File: src/rtl/condicionador_botao_if.sv
// Pedestrian-button conditioner bus: raw button and acknowledge in, conditioned level,
// pulses, request flag and press count out.
interface condicionador_botao_if;
  logic       btn_n;
  logic       ack;
  logic       btn_clean;
  logic       press_pulse;
  logic       long_pulse;
  logic       req;
  logic [7:0] press_count;

  modport master (
    output btn_n,
    output ack,
    input  btn_clean,
    input  press_pulse,
    input  long_pulse,
    input  req,
    input  press_count
  );

  modport slave (
    input  btn_n,
    input  ack,
    output btn_clean,
    output press_pulse,
    output long_pulse,
    output req,
    output press_count
  );
endinterface

File: src/rtl/condicionador_botao.sv
// Synchronises and debounces an active-low push-button. Produces a clean level, press and
// long-press pulses, a request flag held until acknowledged, and a saturating press counter.
module condicionador_botao #(
  parameter int unsigned DEBOUNCE_CYCLES = 1000000,
  parameter int unsigned LONG_CYCLES     = 100000000
) (
  input logic                  clk,
  input logic                  rst,
  condicionador_botao_if.slave bus
);

  localparam int unsigned DEB_W  = $clog2(DEBOUNCE_CYCLES + 1);
  localparam int unsigned LONG_W = $clog2(LONG_CYCLES + 1);
  localparam int unsigned CNT_W  = 8;

  localparam logic [DEB_W-1:0]  DEB_LAST  = DEB_W'(DEBOUNCE_CYCLES - 1);
  localparam logic [LONG_W-1:0] LONG_LAST = LONG_W'(LONG_CYCLES - 1);
  localparam logic [LONG_W-1:0] LONG_END  = LONG_W'(LONG_CYCLES);
  localparam logic [CNT_W-1:0]  CNT_MAX   = {CNT_W{1'b1}};
  localparam logic              DEB_ONE   = (DEBOUNCE_CYCLES <= 32'd1);

  typedef enum logic [1:0] {
    SOLTO,
    CONFIRMA_PRESS,
    PRESSIONADO,
    CONFIRMA_SOLTA
  } state_t;

  state_t             r_state;
  logic               r_s1;
  logic               r_s2;
  logic [DEB_W-1:0]   r_deb_cnt;
  logic [LONG_W-1:0]  r_hold_cnt;
  logic               r_btn_clean;
  logic               r_press_pulse;
  logic               r_long_pulse;
  logic               r_req;
  logic [CNT_W-1:0]   r_press_count;

  logic               w_accept;
  logic               w_release;
  logic               w_held;

  // r_deb_cnt holds the number of stable cycles already seen, including the entry cycle
  assign w_accept  = !r_s2 && ((r_state == SOLTO && DEB_ONE) ||
                               (r_state == CONFIRMA_PRESS && r_deb_cnt == DEB_LAST));
  assign w_release =  r_s2 && ((r_state == PRESSIONADO && DEB_ONE) ||
                               (r_state == CONFIRMA_SOLTA && r_deb_cnt == DEB_LAST));
  assign w_held    = (r_state == PRESSIONADO) || (r_state == CONFIRMA_SOLTA);

  // Synchroniser and debounce state machine
  always_ff @(posedge clk) begin
    if (rst) begin
      r_s1        <= 1'b1;
      r_s2        <= 1'b1;
      r_state     <= SOLTO;
      r_deb_cnt   <= '0;
      r_btn_clean <= 1'b1;
    end else begin
      r_s1 <= bus.btn_n;
      r_s2 <= r_s1;
      case (r_state)
        SOLTO: begin
          if (!r_s2) begin
            r_deb_cnt <= DEB_W'(1);
            if (w_accept) begin
              r_state     <= PRESSIONADO;
              r_btn_clean <= 1'b0;
            end else begin
              r_state <= CONFIRMA_PRESS;
            end
          end
        end
        CONFIRMA_PRESS: begin
          if (r_s2) begin
            r_state <= SOLTO;
          end else if (w_accept) begin
            r_state     <= PRESSIONADO;
            r_btn_clean <= 1'b0;
          end else begin
            r_deb_cnt <= r_deb_cnt + DEB_W'(1);
          end
        end
        PRESSIONADO: begin
          if (r_s2) begin
            r_deb_cnt <= DEB_W'(1);
            if (w_release) begin
              r_state     <= SOLTO;
              r_btn_clean <= 1'b1;
            end else begin
              r_state <= CONFIRMA_SOLTA;
            end
          end
        end
        CONFIRMA_SOLTA: begin
          if (!r_s2) begin
            r_state <= PRESSIONADO;
          end else if (w_release) begin
            r_state     <= SOLTO;
            r_btn_clean <= 1'b1;
          end else begin
            r_deb_cnt <= r_deb_cnt + DEB_W'(1);
          end
        end
        default: begin
          r_state     <= SOLTO;
          r_btn_clean <= 1'b1;
        end
      endcase
    end
  end

  // Press pulse, hold timer, request flag and press counter
  always_ff @(posedge clk) begin
    if (rst) begin
      r_press_pulse <= 1'b0;
      r_long_pulse  <= 1'b0;
      r_hold_cnt    <= '0;
      r_req         <= 1'b0;
      r_press_count <= '0;
    end else begin
      r_press_pulse <= w_accept;
      r_long_pulse  <= 1'b0;

      // Hold timer parks at LONG_END so the long pulse fires once per press
      if (w_accept) begin
        r_hold_cnt <= '0;
      end else if (w_held && r_hold_cnt != LONG_END) begin
        r_hold_cnt <= r_hold_cnt + LONG_W'(1);
        if (r_hold_cnt == LONG_LAST) begin
          r_long_pulse <= 1'b1;
        end
      end

      if (w_accept) begin
        r_req <= 1'b1;
      end else if (bus.ack) begin
        r_req <= 1'b0;
      end

      if (w_accept && r_press_count != CNT_MAX) begin
        r_press_count <= r_press_count + CNT_W'(1);
      end
    end
  end

  assign bus.btn_clean   = r_btn_clean;
  assign bus.press_pulse = r_press_pulse;
  assign bus.long_pulse  = r_long_pulse;
  assign bus.req         = r_req;
  assign bus.press_count = r_press_count;

endmodule

File: src/flat_wrapper.sv
// flat-port wrapper written by rule: the top's interface ports become plain ports
module condicionador_botao_flat 
#(
  parameter int unsigned DEBOUNCE_CYCLES = 1000000,
  parameter int unsigned LONG_CYCLES     = 100000000
)
  (clk, rst, bus_btn_n, bus_ack, bus_btn_clean, bus_press_pulse, bus_long_pulse, bus_req, bus_press_count);
  condicionador_botao_if bus_i ();
  input logic clk;
  input logic rst;
  input wire logic [$bits(bus_i.btn_n)-1:0] bus_btn_n;
  input wire logic [$bits(bus_i.ack)-1:0] bus_ack;
  output wire logic [$bits(bus_i.btn_clean)-1:0] bus_btn_clean;
  output wire logic [$bits(bus_i.press_pulse)-1:0] bus_press_pulse;
  output wire logic [$bits(bus_i.long_pulse)-1:0] bus_long_pulse;
  output wire logic [$bits(bus_i.req)-1:0] bus_req;
  output wire logic [$bits(bus_i.press_count)-1:0] bus_press_count;
  assign bus_i.btn_n = bus_btn_n;
  assign bus_i.ack = bus_ack;
  assign bus_btn_clean = bus_i.btn_clean;
  assign bus_press_pulse = bus_i.press_pulse;
  assign bus_long_pulse = bus_i.long_pulse;
  assign bus_req = bus_i.req;
  assign bus_press_count = bus_i.press_count;
  condicionador_botao #(.DEBOUNCE_CYCLES(DEBOUNCE_CYCLES), .LONG_CYCLES(LONG_CYCLES)) u_core (.clk(clk), .rst(rst), .bus(bus_i));
endmodule
File: config.mk
export PLATFORM = sky130hd
export DESIGN_NAME = condicionador_botao_flat
export DESIGN_NICKNAME = d
export VERILOG_FILES = /design/src/rtl/condicionador_botao_if.sv /design/src/rtl/condicionador_botao.sv /design/src/flat_wrapper.sv
export SDC_FILE = /design/constraint.sdc
export NUM_CORES = 1
export LEC_CHECK = 0
export ABC_AREA = 1
export BUFFER_PORTS_ARGS = -buffer_cell sky130_fd_sc_hd__clkbuf_2
export CELL_PAD_IN_SITES_DETAIL_PLACEMENT = 1
export CELL_PAD_IN_SITES_GLOBAL_PLACEMENT = 1
export CORE_MARGIN = 2
export CORE_UTILIZATION = 30
export DETAILED_ROUTE_END_ITERATION = 12
export GPL_TIMING_DRIVEN = 1
export PLACE_DENSITY = 0.65
export SLEW_MARGIN = 20
export SYNTH_ARGS = -nofsm -noshare
export SYNTH_HDL_FRONTEND = slang
export SYNTH_SLANG_ARGS = --single-unit
File: constraint.sdc
create_clock -name clk -period 2.8 [get_ports clk]
set_input_delay 0.28 -clock clk [delete_from_list [all_inputs] [get_ports clk]]
set_output_delay 0.28 -clock clk [all_outputs]
set_load 0.005 [all_outputs]
# Word level (Yosys, flattened, before mapping)
# Cells that the tools add are included.
# word_totals
out_inout_bits,12
latchBits,0
in_bits,4
elab_cells,74
memories,0
ff_bits,63
mem_bits_rw,0
rom_bits,0
# classes
mul,0
n_lt_le_gt_ge,0
muxes,24
eq_ne,19
bitwise_logic,1
addsub,3
div,0
n_reduce_logical,17
shift,0
# ops
operator,n
20-bit two-way mux,6
20-bit one-hot mux with 4 select lines,1
27-bit by 1-bit adder with 27-bit output (second input constant),1
27-bit == test (second input constant),1
27-bit != test (second input constant),1
20-bit by 1-bit adder with 20-bit output (second input constant),1
20-bit == test (second input constant),1
2-bit two-way mux,8
2-bit by 1-bit != test with 1-bit output (second input constant),5
2-bit != test (second input constant),5
8-bit by 1-bit adder with 8-bit output (second input constant),1
8-bit != test (second input constant),1
2-bit one-hot mux with 4 select lines,1
4-bit AND reduction,2
1-bit two-way mux,7
1-bit logical AND,6
6-bit AND reduction,1
2-bit OR reduction,3
2-bit == test (second input constant),2
3-bit by 1-bit != test with 1-bit output (second input constant),1
3-bit != test (second input constant),1
3-bit OR reduction,1
2-bit by 1-bit == test with 1-bit output (second input constant),1
2-bit logical NOT,1
other kinds (5),5

# Longest topological paths before layout
# Gate-level depths: netlist of the first run.
# depth
word_depth,6
depth_mapped,11
mapped_depth_nobuf,11

# Worst setup path after synthesis of the first run
# OpenSTA, ideal clock, no wires.
# synth_timing
kind,reg-to-reg
from,register u_core.r_deb_cnt[0]
to,register u_core.r_deb_cnt[2]
slack_ns,1.215
setup_time_ns,0.132
path_buffers,1
t_arrival_ns,1.453
stages_incl_launch_ff,10
required_time_ns,2.668
period_less_slack_ns,1.585
cell_sequence,dfxtp_1 > ha_1 > nand2_1 > nor2_4 > nand3_1 > nand2_2 > nand2_4 > buf_6 > nand3_1 > a21oi_1
# synth_between
elab_chain_len,5
word_cells_on_any_way,14
classes_between,add/sub: 1; eq/ne: 3; mux: 5; reduce/logical: 5
# synth_rtl
element,line_no,rtl
from (decl),condicionador_botao.sv:32,logic [DEB_W-1:0] r_deb_cnt;
from (signal assigned),condicionador_botao.sv:81,r_deb_cnt <= r_deb_cnt + DEB_W'(1);
from (signal assigned),condicionador_botao.sv:102,r_deb_cnt <= r_deb_cnt + DEB_W'(1);
branches (longest 5 deep; another with 20-bit by 1-bit adder with 20-bit output),n/a,
# Parallel ways; which one is timed is not known. The select of a mux whose other input is x is not followed.
# A chain may end at the register's enable or synchronous reset.

# Worst setup path after layout of the first run
# layout_timing
from,register u_core.r_deb_cnt[0]
to,register u_core.r_hold_cnt[2]
# layout_between
elab_chain_len,4
# layout_rtl
element,line_no,rtl
20-bit == test,condicionador_botao.sv:46,(r_state == CONFIRMA_PRESS && r_deb_cnt == DEB_LAST));
1-bit logical AND,condicionador_botao.sv:46,
1-bit logical AND,condicionador_botao.sv:45,assign w_accept = !r_s2 && ((r_state == SOLTO && DEB_ONE) ||
2-bit OR reduction (no source line),n/a,
to (signal assigned),condicionador_botao.sv:129,r_hold_cnt <= r_hold_cnt + LONG_W'(1);
to (decl),condicionador_botao.sv:33,logic [LONG_W-1:0] r_hold_cnt;
# No other way between the ends.

==> results of run 1 <==
-- cells in the final DEF (no fill, tap or decap), types with 3 or more instances in the layout --
cell type and n:
ha_1 4, o21bai_1 3, nand4_1 10, nor2_1 109, dfxtp_1 63, nand2_2 11, clkbuf_2 15, inv_1 46
nor3_1 6, nor2_4 4, xor2_1 21, inv_2 4, nand2_4 3, xnor2_1 8, o21ai_0 7, a21oi_1 22
nor2_2 5, a21oi_2 21, nand3b_1 3, clkbuf_16 9, nand3_1 40, nand2_1 190
-- through the flow --
stage,util (%),worst slack [ps],power [mW]
3_5_place_dp,32.1,708,0.964
2_1_floorplan,-,1220,0.954
6_report,34.1,723,1.98
3_3_place_gp,32.1,782,0.964
4_1_cts,34.1,687,2.01
5_1_grt,34.1,505,2.06
-- worst max-delay path, cell delays in order, from the launching register on --
cell and delay (ps):
dfxtp_1 370, ha_1 290, nand2_1 140, nor2_4 250, nand4_4 170, nand2_2 310
buf_4 350, a21oi_1 60
-- power groups by stage --
stage          Sequential [mW]  Combinational (mW)  Clock [mW]
2_1_floorplan            0.921              0.0327           0
3_3_place_gp             0.921              0.0424           0
3_5_place_dp             0.921              0.0426           0
4_1_cts                  0.902              0.0430        1.07
5_1_grt                  0.902              0.0472        1.11
6_report                 0.903              0.0420        1.03
-- flip-flops by register name, summed over array words and instances (netlist names), named ones only --
name	flops
u_core.r_hold_cnt	27
u_core.r_s2	1
u_core.bus.req	1
u_core.r_s1	1
u_core.bus.press_pulse	1
u_core.r_deb_cnt	20
u_core.bus.press_count	8
u_core.bus.btn_clean	1
u_core.r_state	1
u_core.bus.long_pulse	1
-- metal layers --
layer	vias to the layer above	GRT usage [%]
met2	49	28.0
met5	-	0
met4	0	6.40
met3	21	4.04
li1	1959	-
met1	1826	20.9
-- logic make-up after synthesis --
logic type                 count (synthesis)  synth area share (%)
xor gates and xnor gates                  29                  6.29
AOI/OAI and AO/OA                         56                  9.39
adders and majority gates                  4                  1.24
DFF                                       63                  31.2
and+or+nand+nor                          394                  44.1
buffers and inverters                     67                  7.72
-- area by class of cell --
type / instances / area [sq um] / area share [%]
clock buffers: 13 / 260 / 5.78
clock inverters: 1 / 5.00 / 0.111
inverters: 53 / 200 / 4.45
multi-input cells: 483 / 2460 / 54.7
flip-flops and latches: 63 / 1260 / 28.0
well taps: 176 / 220 / 4.89
repair buffers: 17 / 90.1 / 2.00
-- worst max-delay path by stage --
stage	end	slack (ps)	cells after the start
floorplan	u_core.r_deb_cnt[2]	1220	9
global placement	u_core.r_hold_cnt[2]	780	7
CTS	u_core.r_hold_cnt[2]	690	7
finish	u_core.r_hold_cnt[2]	720	7
detailed placement	u_core.r_hold_cnt[2]	710	7
global route	u_core.r_hold_cnt[2]	510	7
==> flow_metrics.env, run 1 <==
export IMPL_slew_headroom_pct=69.7
export IMPL_internal_power_mw=1.54
export IMPL_p_leak_nw=1.61
export IMPL_grtUsageTotal_pct=16.8
export IMPL_peakVddDrop_mv=0.243
export IMPL_p_sw_uw=432
export IMPL_diodes=0
export IMPL_area_delta_synth_final_pct=11.5
export IMPL_tightest_slew_ps=455
export IMPL_setup_viol=0
export IMPL_netSwitchingFraction_pct=21.9
export IMPL_routedWlPerCell_um=14.0
export IMPL_grt_ovfl_total=0
export IMPL_outcome="completed"
export IMPL_synth_cells=613
export IMPL_p_comb_share_pct=2.1
export IMPL_avgViaCountPerCell=4.78
export IMPL_portBuffers=15
export IMPL_grt_max_degree=29
export IMPL_worstSetupPathType="flop to flop"
export IMPL_fp_dieH_um=120
export IMPL_synthFlopType="dfxtp_1"
export IMPL_power_share_clock_pct=52.2
export IMPL_route_antenna_remaining_nets=0
export IMPL_whs_endpoint="u_core.r_s1"
export IMPL_clk_latency_ps=340
export IMPL_ys_top_cells_by_count="190 x nand2_1, 109 x nor2_1, 63 x dfxtp_1"
export IMPL_crit_arrival_ps=2290
export IMPL_grt_pass1_vias=3993
export IMPL_cts_setup_buffers=0
export IMPL_synth_area_per_cell_sq_um=6.58
export IMPL_synth_top_area_share_pct=31.2
export IMPL_wl_met2_um=5330
export IMPL_seq_area_frac_synth_pct=31.2
export IMPL_num_rows=42
export IMPL_fillCellCount=1729
export IMPL_hold_viol_final=0
export IMPL_cts_tree="built"
export IMPL_yosysMostFrequentCell="nand2_1"
export IMPL_drc_errors=0
export IMPL_antenna_found_initial=0
export IMPL_design_portCount=16
export IMPL_rr_endpoint="u_core.r_hold_cnt[2]"
export IMPL_rsz0062_at_grt="no"
export IMPL_synth_edf_count=0
export IMPL_setup_tns_ps=0
export IMPL_cts_hold_buffers=0
export IMPL_initial_core_util_pct=30.6
export IMPL_clk_path_buf_depth=2
export IMPL_min_period_ps=2080
export IMPL_synth_largest_area_cell="dfxtp_1"
export IMPL_core_sq_um=13200
export IMPL_required_ps=3010
export IMPL_cts_sinks=63
export IMPL_gp_congestion=0.845
export IMPL_hp_class="primary input to flop"
export IMPL_maxUsedRoutingLayer="met4"
export IMPL_placed_cell_area_sq_um=4240
export IMPL_ys_ff_latch=63
export IMPL_min_path_cells=2
export IMPL_cts_buffers=9
export IMPL_die_w_um=120
export IMPL_dp_cells=792
export IMPL_min_period_over_period_pct=74.2
export IMPL_synth_area_sq_um=4040
export IMPL_netlist_top_cells_area="dfxtp_1 31%, nand2_1 18%, nor2_1 10%, nand3_1 5.0%, a21oi_2 4.6%"
export IMPL_dieArea_sq_um=14400
export IMPL_cp_max_fo=15
export IMPL_reg2reg_from="u_core.r_deb_cnt[0]"
export IMPL_maxCapViolCount=0
export IMPL_fin_cells=806
export IMPL_path_clk_slew_ps=50
export IMPL_power_per_cell_area_nw_per_um2=439
export IMPL_nNetsFinal=635
export IMPL_holdCritStartpoint="bus_btn_n"
export IMPL_layout_drive_gt1_share_pct=14.3
export IMPL_met1_length_um=5330
export IMPL_fmax_ghz=0.482
export IMPL_whs_ps=124
export IMPL_grt_pass1_wl_um=19300
export IMPL_seqPwrFrac_pct=45.7
export IMPL_drv_slew=0
export IMPL_drtIter0Drc=111
export IMPL_r2r_slack_ps=720
export IMPL_yosysWarnings=0
export IMPL_vias=3855
export IMPL_route_met3_wl_um=317
export IMPL_worstSetupStartpointType="flop"
export IMPL_yosysUniqueCellTypes=40
export IMPL_crit_path_end_kind="flop"
export IMPL_synthArstFlopShare_pct=0
export IMPL_final_area_sq_um=4500
export IMPL_worstSetupStartpoint="u_core.r_deb_cnt[0]"
export IMPL_route_final_wire_length_um=11300
export IMPL_cts_repair_resize_count=0
export IMPL_hpwl_um=8590
export IMPL_h_tree_depth=3
export IMPL_syn_nets=621
export IMPL_rr_worst_depth=7
export IMPL_drt_pass1_iter_count=4
export IMPL_cts_root_buffer="clkbuf_16"
export IMPL_finClkSkew_ps=6.98
Note: power is estimated with default switching activity, not from simulation.
==> inputs of run 2 (changes only) <==
--- a/config.mk
+++ b/config.mk
@@ -13,7 +13,7 @@
 export CORE_UTILIZATION = 30
 export DETAILED_ROUTE_END_ITERATION = 12
 export GPL_TIMING_DRIVEN = 1
-export PLACE_DENSITY = 0.65
+export PLACE_DENSITY = 0.67
 export SLEW_MARGIN = 20
 export SYNTH_ARGS = -nofsm -noshare
 export SYNTH_HDL_FRONTEND = slang
==> constraint.sdc (replaced) <==
create_clock -name clk -period 1.7 [get_ports clk]
set_input_delay 0.17 -clock clk [delete_from_list [all_inputs] [get_ports clk]]
set_output_delay 0.17 -clock clk [all_outputs]
set_load 0.005 [all_outputs]
==> run 2 against run 1 <==
Against the previous run:
- routed wire length rose by 6.9%
- cell count is 4.2% higher
- register-to-register slack worse by 620 ps
- sequential cell count unchanged
- setup slack worse by 620 ps
- global-route usage increased by 0.41 points
- via count grew 3.0%
- clock skew rose by 1.0 ps
- maximum frequency grew 30%
- critical endpoint is now u_core.r_hold_cnt[17]
- highest routed layer unchanged
==> flow_metrics.env, run 2 (synthesized netlist as in run 1, its figures left out) <==
export IMPL_clk_path_buf_depth=2
export IMPL_cp_max_fo=27
export IMPL_min_period_over_period_pct=94.1
export IMPL_hold_viol_final=0
export IMPL_place_ws_ps=24.3
export IMPL_worstSetupStartpointType="flop"
export IMPL_cts_tree="built"
export IMPL_portBuffers=15
export IMPL_routedWlPerCell_um=14.3
export IMPL_drt_pass1_iter_count=4
export IMPL_placed_cell_area_sq_um=4480
export IMPL_fillCellCount=1684
export IMPL_maxCapViolCount=0
export IMPL_whs_ps=13.8
export IMPL_grt_pass1_vias=4082
export IMPL_cts_root_buffer="clkbuf_16"
export IMPL_total_power_mw=3.63
export IMPL_fp_dieH_um=120
export IMPL_fmax_ghz=0.625
export IMPL_h_tree_depth=3
export IMPL_crit_path_end_kind="flop"
export IMPL_worstSetupPathType="flop to flop"
export IMPL_fin_cells=840
export IMPL_mostFrequentLayoutCells="188 x nand2_1, 99 x nor2_1, 53 x dfxtp_1"
export IMPL_peakVddDrop_mv=0.428
export IMPL_gp_congestion=0.821
export IMPL_outcome="completed"
export IMPL_design_portCount=16
export IMPL_finClkSkew_ps=8.01
export IMPL_clk_latency_ps=340
export IMPL_layout_commonest_cell="nand2_1"
export IMPL_avgViaCountPerCell=4.73
export IMPL_final_area_sq_um=4950
export IMPL_min_path_cells=2
export IMPL_power_per_cell_area_nw_per_um2=733
export IMPL_dp_cells=821
export IMPL_drtIter0Drc=109
export IMPL_num_rows=42
export IMPL_die_w_um=120
export IMPL_setup_tns_ps=0
export IMPL_reg2reg_from="u_core.r_hold_cnt[0]"
export IMPL_vias=3970
export IMPL_hpwl_um=9090
export IMPL_drv_slew=0
export IMPL_seq_area_sq_um=1270
export IMPL_worst_slack_ps=100
export IMPL_grt_pass1_wl_um=19600
export IMPL_cts_sinks=63
export IMPL_layout_drive_gt1_share_pct=22.9
export IMPL_holdCritStartpoint="bus_btn_n"
export IMPL_top_register="u_core.r_hold_cnt"
export IMPL_drc_errors=0
export IMPL_route_antenna_remaining_nets=0
export IMPL_antenna_found_initial=0
export IMPL_largest_reg_flops=27
export IMPL_multi_input_area_sq_um=2560
export IMPL_path_clk_slew_ps=50
export IMPL_hp_class="primary input to flop"
export IMPL_rr_worst_depth=8
export IMPL_p_leak_nw=1.82
export IMPL_required_ps=1970
export IMPL_diodes=0
export IMPL_grtUsageTotal_pct=17.2
export IMPL_final_core_util_pct=37.5
export IMPL_nNetsFinal=667
export IMPL_cts_buffers=9
export IMPL_setup_viol=0
export IMPL_route_final_wire_length_um=12000
export IMPL_tightest_slew_ps=323
export IMPL_grt_max_degree=28
export IMPL_core_sq_um=13200
export IMPL_slew_headroom_pct=78.4
export IMPL_area_delta_synth_final_pct=22.6
export IMPL_crit_arrival_ps=1870
export IMPL_min_period_ps=1600
export IMPL_dieArea_sq_um=14400
export IMPL_worstSetupStartpoint="u_core.r_hold_cnt[0]"
export IMPL_initial_core_util_pct=30.6
export IMPL_grt_ovfl_total=0
==> run 2: metal layers <==
metal / global-route usage (%) / vias up / share of wire (%)
li1: - / 2031 / -
met1: 20.9 / 1892 / 47
met2: 29.9 / 33 / 49
met3: 3.47 / 14 / 2.3
met4: 6.32 / 0 / 1.9
met5: 0 / - / 0
==> run 2: path summary, 6_finish.rpt <==
kind	end	slack, ps
max	u_core.r_hold_cnt[17]	100
min	u_core.r_s1	10
max reg2reg	u_core.r_hold_cnt[17]	100
min reg2reg	u_core.r_s2	410
==> run 2: power by group <==
group | leakage, nW | total, mW | internal (mW) | switching (mW)
registers | 0.513 | 1.49 | 1.48 | 0.00375
clock network | 0.160 | 2.05 | 1.36 | 0.684
logic | 1.15 | 0.0952 | 0.0298 | 0.0653
total | 1.82 | 3.63 | 2.87 | 0.753
==> run 2: what timing repair did <==
| item | CTS | global route |
|---|---|---|
| setup endpoints to repair | 0 | 54 |
| hold buffers | 0 | 0 |
| setup buffers | 0 | 3 |
| resized for setup | 0 | 33 |
==> run 2: cell type report <==
type                            instances  area share (%)
Clock buffer                           13            5.26
Clock inverter                          3            1.32
Inverter                               53            4.05
Multi-Input combinational cell        483            51.7
Sequential cell                        63            25.7
Tap cell                              176            4.45
Timing Repair Buffer                   49            7.44
==> run 2: worst max-delay path, cell delays in order (launching register included) <==
cell and delay [ps]:
dfxtp_2 350, inv_1 130, ha_1 160, nand4_1 150
nor2_4 210, nand2_4 90, nand2_8 190, nand2_1 100
a21oi_2 140
